--- src/rtl/frame_scheduler.sv ---
// Double-buffered frame feeder for the LED row scanner: accepts frames, repeats scans
// with a blanking gap, and swaps in a pending frame only at a scan boundary.
module frame_scheduler #(
   parameter int gs           = 8,
   parameter int GAP_CYCLES   = 4,
   parameter int MIN_SCANS    = 2,
   parameter int SCAN_TIMEOUT = 20
) (
   input  logic             clk_i,
   input  logic             rst_i,
   input  logic [gs*gs-1:0] frame_i,
   input  logic             frame_valid_i,
   output logic             frame_ready_o,
   input  logic             d_disp_i,
   output logic [gs*gs-1:0] matrix_o,
   output logic             e_disp_o,
   output logic             frame_shown_o,
   output logic             err_o
);

   localparam int N  = gs * gs;
   localparam int GW = (GAP_CYCLES > 1) ? $clog2(GAP_CYCLES) : 1;
   localparam int TW = $clog2(SCAN_TIMEOUT);
   localparam int SW = $clog2(MIN_SCANS + 1);

   localparam logic [GW-1:0] GAP_LAST = GW'(GAP_CYCLES - 1);
   localparam logic [TW-1:0] TO_LAST  = TW'(SCAN_TIMEOUT - 1);
   localparam logic [SW-1:0] SCAN_MIN = SW'(MIN_SCANS);
   localparam logic [SW-1:0] SCAN_PRE = SW'(MIN_SCANS - 1);

   typedef enum logic [1:0] {
      IDLE = 2'd0,
      SCAN = 2'd1,
      GAP  = 2'd2
   } state_t;

   state_t          state_q, state_d;
   logic [N-1:0]    pending_q, pending_d;
   logic [N-1:0]    active_q, active_d;
   logic            pending_full_q, pending_full_d;
   logic [SW-1:0]   scan_cnt_q, scan_cnt_d;
   logic [GW-1:0]   gap_cnt_q, gap_cnt_d;
   logic [TW-1:0]   to_cnt_q, to_cnt_d;
   logic            shown_q, shown_d;
   logic            err_q, err_d;
   logic            e_disp_q;
   logic            ready_q;
   logic            accept;

   function automatic logic [SW-1:0] sat_inc(input logic [SW-1:0] v);
      return (v >= SCAN_MIN) ? SCAN_MIN : v + 1'b1;
   endfunction

   assign accept = frame_valid_i && !pending_full_q;

   always_comb begin
      state_d        = state_q;
      pending_d      = pending_q;
      active_d       = active_q;
      pending_full_d = pending_full_q;
      scan_cnt_d     = scan_cnt_q;
      gap_cnt_d      = gap_cnt_q;
      to_cnt_d       = to_cnt_q;
      shown_d        = 1'b0;
      err_d          = err_q;

      // A swap needs pending_full, so it never coincides with an accept.
      if (accept) begin
         pending_d      = frame_i;
         pending_full_d = 1'b1;
      end

      case (state_q)
         IDLE: begin
            if (pending_full_q) begin
               active_d       = pending_q;
               pending_full_d = 1'b0;
               scan_cnt_d     = '0;
               to_cnt_d       = '0;
               state_d        = SCAN;
            end
         end
         SCAN: begin
            to_cnt_d = to_cnt_q + 1'b1;
            if (d_disp_i) begin
               scan_cnt_d = sat_inc(scan_cnt_q);
               // Pulse only on the transition into MIN_SCANS, not on later saturated scans.
               shown_d    = (scan_cnt_q == SCAN_PRE);
               gap_cnt_d  = '0;
               state_d    = GAP;
            end else if (to_cnt_q == TO_LAST) begin
               err_d     = 1'b1;
               gap_cnt_d = '0;
               state_d   = GAP;
            end
         end
         GAP: begin
            if (gap_cnt_q == GAP_LAST) begin
               to_cnt_d = '0;
               state_d  = SCAN;
               if (pending_full_q && (scan_cnt_q >= SCAN_MIN)) begin
                  active_d       = pending_q;
                  pending_full_d = 1'b0;
                  scan_cnt_d     = '0;
               end
            end else begin
               gap_cnt_d = gap_cnt_q + 1'b1;
            end
         end
         default: state_d = IDLE;
      endcase
   end

   always_ff @(posedge clk_i) begin
      if (rst_i) begin
         state_q        <= IDLE;
         active_q       <= '0;
         pending_full_q <= 1'b0;
         scan_cnt_q     <= '0;
         gap_cnt_q      <= '0;
         to_cnt_q       <= '0;
         shown_q        <= 1'b0;
         err_q          <= 1'b0;
         e_disp_q       <= 1'b0;
         ready_q        <= 1'b1;
      end else begin
         state_q        <= state_d;
         active_q       <= active_d;
         pending_full_q <= pending_full_d;
         scan_cnt_q     <= scan_cnt_d;
         gap_cnt_q      <= gap_cnt_d;
         to_cnt_q       <= to_cnt_d;
         shown_q        <= shown_d;
         err_q          <= err_d;
         e_disp_q       <= (state_d == SCAN);
         ready_q        <= !pending_full_d;
      end
   end

   // Pending data is qualified by pending_full_q, so it needs no reset.
   always_ff @(posedge clk_i) begin
      pending_q <= pending_d;
   end

   assign matrix_o      = active_q;
   assign e_disp_o      = e_disp_q;
   assign frame_ready_o = ready_q;
   assign frame_shown_o = shown_q;
   assign err_o         = err_q;

endmodule

--- config.mk ---
export PLATFORM = sky130hd
export DESIGN_NAME = frame_scheduler
export DESIGN_NICKNAME = d
export VERILOG_FILES = /design/src/rtl/frame_scheduler.sv
export SDC_FILE = /design/constraint.sdc
export NUM_CORES = 1
export LEC_CHECK = 0
export CAP_MARGIN = 0
export CORE_MARGIN = 2
export CORE_UTILIZATION = 50
export DETAILED_ROUTE_END_ITERATION = 10
export PLACE_DENSITY = 0.82
export SYNTH_ARGS = -nofsm -noshare
export SYNTH_HDL_FRONTEND = slang
export SYNTH_SLANG_ARGS = --single-unit
--- constraint.sdc ---
create_clock -name clk_i -period 8.5 [get_ports clk_i]
set_input_delay 2.55 -clock clk_i [delete_from_list [all_inputs] [get_ports clk_i]]
set_output_delay 2.55 -clock clk_i [all_outputs]
set_load 0.03 [all_outputs]
**Yosys cells after proc, flatten, opt, wreduce, memory -nomap -nowiden**

Index checks and enable logic that the tools add are counted.

- Eq/ne operators: 12
- Muxes and demuxes: 27
- Reductions and logical operators: 14
- Order comparisons: 1
- Add/sub/neg operators: 3
- Bitwise operators: 2

Operators by type and width:

| operator | count |
|---|---|
| 64-bit two-way mux | 3 |
| 64-bit case mux with 2 select lines | 1 |
| 2-bit two-way mux | 12 |
| 5-bit case mux with 3 select lines | 1 |
| 2-bit case mux with 3 select lines | 2 |
| 5-bit two-way mux | 2 |
| 2-bit != test, second input constant | 5 |
| 3-bit AND reduction | 3 |
| 2-bit by 1-bit == test with 1-bit output, second input constant | 3 |
| 5-bit by 1-bit adder with 5-bit output, second input constant | 1 |
| 5-bit == test, second input constant | 1 |
| 5-bit AND reduction | 1 |
| 2-bit by 1-bit adder with 2-bit output, second input constant | 2 |
| 2-bit == test, second input constant | 2 |
| 1-bit two-way mux | 4 |
| 2-bit case mux with 2 select lines | 1 |
| 4-bit AND reduction | 1 |
| 2-bit nonzero test | 2 |
| 3-bit != test, second input constant | 1 |
| 3-bit nonzero test | 1 |
| 3-bit OR reduction | 1 |
| 2-bit greater-or-equal comparator, second input constant | 1 |
| 1-bit logical AND | 2 |
| 1-bit logical NOT | 2 |
| 3 further kinds | 4 |

- Word-level logic and storage cells: 70
- Bits in registers: 144
- Output and inout bits: 68
- Input bits: 68

**Depth between registers and ports, before layout**

- Word-level depth: 7
- Depth in mapped cells: 6
- Depth with buffers taken out: 4

**Worst setup path after synthesis**

OpenSTA, ideal clock, no wires.

- Path type: input-to-reg
- From: input port frame_valid_i
- To: register pending_q[0] (enable)
- Stages: 1
- Arrival time: 5.364 ns
- Setup time: 0.494 ns
- Data required time: 8.006 ns
- Path buffers: 0
- Setup slack: 2.642 ns
- Cell sequence: nor2b_1

- Cells in the longest elaborated chain, start to end: 1

RTL lines:

| element | RTL line | RTL |
|---|---|---|
| start: declaration | 12 | `input logic frame_valid_i,` |
| 1-bit logical AND | 54 | `assign accept = frame_valid_i && !pending_full_q;` |
| end signal: assignment | 142 | `pending_q <= pending_d;` |
| end: declaration | 38 | `logic [N-1:0] pending_q, pending_d;` |

No other way between the ends.
A chain may end at the register's enable or synchronous reset.

**Worst setup path in the final report**

- From: register active_q[44] (netlist: matrix_o[44])
- To: output port matrix_o[44]

RTL lines:

| element | RTL line | RTL |
|---|---|---|
| start: declaration | 39 | `logic [N-1:0] active_q, active_d;` |
| start signal: assignment | 128 | `active_q <= active_d;` |
| end: declaration | 15 | `output logic [gs*gs-1:0] matrix_o,` |

No word-level cell between the ends.

==> impl_metrics.env <==
export IMPL_status="finished clean"
export IMPL_syn_area_sq_mm=0.00510
export IMPL_ys_types=37
export IMPL_via_count=3882
export IMPL_path_class="flip-flop to output port"
export IMPL_hp_start="matrix_o[18]$_SDFFE_PP0P_"
export IMPL_rows=36
export IMPL_slew_violations=0
export IMPL_post_cts_buffers=0
export IMPL_cp_arrival_ps=1550
export IMPL_synth_async_reset_ratio_pct=0
export IMPL_ant_nets=0
export IMPL_synth_cells=440
export IMPL_tns_ps=0
export IMPL_min_period_over_period_pct=48.2
export IMPL_antenna_found_initial=0
export IMPL_power_density_mw_per_mm2=242
export IMPL_postCtsHoldBufs=0
export IMPL_grt_start_max_net_pins=86
export IMPL_grt_pass1_vias=3819
export IMPL_path_clk_slew_ps=70
export IMPL_grt_use_total_pct=21.6
export IMPL_die_area_sq_mm=0.0110
export IMPL_diodes=0
export IMPL_cts_tree="built"
export IMPL_die_h_microns=105
export IMPL_fin_util_pct=71.8
export IMPL_h_tree_depth=4
export IMPL_r2r_end="frame_ready_o$_SDFF_PP1_"
export IMPL_routabilityCongestion=0.782
export IMPL_cts_buffers=17
export IMPL_r2r_start="state_q[0]$_SDFF_PP0_"
export IMPL_period_needed_ps=4100
export IMPL_final_cell_mix="134 x clkdlybuf4s50_1, 80 x dfxtp_1, 69 x o21ai_0, 69 x a21oi_1, 67 x nand3_1"
export IMPL_required_ps=5950
export IMPL_worst_path_max_delay_cell="clkdlybuf4s50_1"
export IMPL_clkSinkCount=144
export IMPL_root_buffer="clkbuf_8"
export IMPL_final_common_cell="clkdlybuf4s50_1"
export IMPL_hpwl_microns=7260
export IMPL_synth_nets=510
export IMPL_synth_warnings=0
export IMPL_ir_worst_vdd_uv=155
export IMPL_fin_cells=705
export IMPL_vias_per_cell=5.51
export IMPL_finalHoldViolations=0
export IMPL_critPathMaxFanout=2
export IMPL_setup_viol=0
export IMPL_dieWidth_microns=105
export IMPL_max_slew_margin_pct=22.6
export IMPL_layout_drive_gt1_share_pct=7.52
export IMPL_synth_edf_count=64
export IMPL_avgSynthCellArea_sq_um=11.6
export IMPL_r2r_setup_slack_ps=6270
export IMPL_max_freq_ghz=0.244
export IMPL_min_to="matrix_o[18]$_SDFFE_PP0P_"
export IMPL_yosys_most_used_dff="dfxtp_1"
export IMPL_crit_chain="clkdlybuf4s50_1"
export IMPL_skew_ps=9.00
export IMPL_critPathLaunchType="flip-flop"
export IMPL_critPathCaptureType="output port"
export IMPL_dp_cells=674
export IMPL_cp_num_buf_inv=1
export IMPL_start_util_pct=51.9
export IMPL_drv_cap=0
export IMPL_critical_path_max_stage_delay_ps=690
export IMPL_leakagePower_uw=0.00238
export IMPL_core_sq_mm=0.00982
export IMPL_grt_overflow=0
export IMPL_worst_slew_pin_slew_ps=1160
export IMPL_ys_ff_latch=144
export IMPL_drt_total_wl_microns=11700
export IMPL_first_pass_iters=5
export IMPL_drtIter0Drc=199
export IMPL_final_nets=630
export IMPL_grt_pass1_wl_microns=18800
export IMPL_io_buffers=135
export IMPL_reg2regPathDepth=3
export IMPL_cts_max_path_buffers=2
export IMPL_io_pins=136
export IMPL_clk_latency_ps=500
export IMPL_ys_seq_area_share_pct=69.1
export IMPL_critical_path_top_delay_family="buffers and inverters"
export IMPL_hold_depth=2
export IMPL_wl_per_cell_microns=16.5
export IMPL_area_growth_pct=38.4
export IMPL_rsz0062_at_grt="no"
export IMPL_drcViolationCount=0
export IMPL_hold_path_class="flip-flop to flip-flop"
export IMPL_cts_resized=0
## Yosys cell counts (5+ instances only)
cell / n / area share [%]
a21oi_1: 69 / 6.8
buf_2: 18 / 1.8
clkbuf_1: 15 / 1.1
dfxtp_1: 80 / 31
edfxtp_1: 64 / 38
nand3_1: 67 / 6.6
nor2_1: 10 / 0.74
nor2b_1: 5 / 0.61
o21ai_0: 69 / 6.8
## per-stage QoR
| step | hold slack, ps | setup slack (ps) | power (uW) | area (sq um) |
|---|---|---|---|---|
| finish | 477 | 4400 | 1700 | 7050 |
| global route | 492 | 4360 | 1770 | 7050 |
| CTS | 477 | 4390 | 1710 | 7050 |
| detailed placement | 467 | 4270 | 1010 | 6480 |
| global placement | 460 | 4280 | 1000 | 6480 |
| floorplan | 458 | 2640 | 918 | 5100 |
## cell type report
| type | instances | area (sq um) |
|---|---|---|
| Sequential cell | 144 | 3520 |
| Fill cell | 707 | 2770 |
| Multi-Input combinational cell | 255 | 1400 |
| Timing Repair Buffer | 140 | 1380 |
| Clock buffer | 17 | 414 |
| Tap cell | 133 | 166 |
| Clock inverter | 14 | 156 |
| Inverter | 2 | 7.51 |
## cells by family after synthesis
group | after synthesis | synth area share [%]
multiplexers | 3 | 0.589
flip-flops | 144 | 69.1
adder cells (fa/ha/maj) | 2 | 0.491
AO/OA/AOI/OAI | 153 | 16.0
AND/OR/NAND/NOR | 97 | 10.0
buffers and inverters | 41 | 3.76
## registers in the layout, indices dropped and copies added (netlist names)
| signal | cells |
|---|---|
| err_o | 1 |
| gap_cnt_q | 2 |
| pending_full_q | 1 |
| to_cnt_q | 5 |
| matrix_o | 64 |
| pending_q | 64 |
| state_q | 2 |
| e_disp_o | 1 |
| scan_cnt_q | 2 |
| frame_ready_o | 1 |
| frame_shown_o | 1 |
## routing by layer
| layer | global-route usage (%) | part of all wire [%] | up-vias |
|---|---|---|---|
| li1 | - | - | 1852 |
| met1 | 25.5 | 38 | 1855 |
| met2 | 36.3 | 52 | 142 |
| met3 | 5.05 | 6.0 | 33 |
| met4 | 11.9 | 4.0 | 0 |
| met5 | 0 | 0 | - |
## report_power, final
group	total (uW)	internal (uW)	switching, uW	leakage, uW
Sequential	792	772	19.6	0.00127
Clock	707	421	285	0.000264
Combinational	205	85.5	120	0.000851
## how the worst max path moves through the flow
| stage | from | end | slack, ps | cells past startpoint |
|---|---|---|---|---|
| 6_report | matrix_o[44]$_SDFFE_PP0P_ | matrix_o[44] | 4400 | 1 |
| 5_1_grt | matrix_o[12]$_SDFFE_PP0P_ | matrix_o[12] | 4360 | 1 |
| 4_1_cts | matrix_o[12]$_SDFFE_PP0P_ | matrix_o[12] | 4390 | 1 |
| 3_5_place_dp | frame_valid_i | pending_q[17]$_DFFE_PP_ | 4270 | 3 |
| 3_3_place_gp | frame_valid_i | pending_q[18]$_DFFE_PP_ | 4280 | 3 |
| 2_1_floorplan | frame_valid_i | pending_q[0]$_DFFE_PP_ | 2640 | 1 |
(Power assumes the default switching activity.)
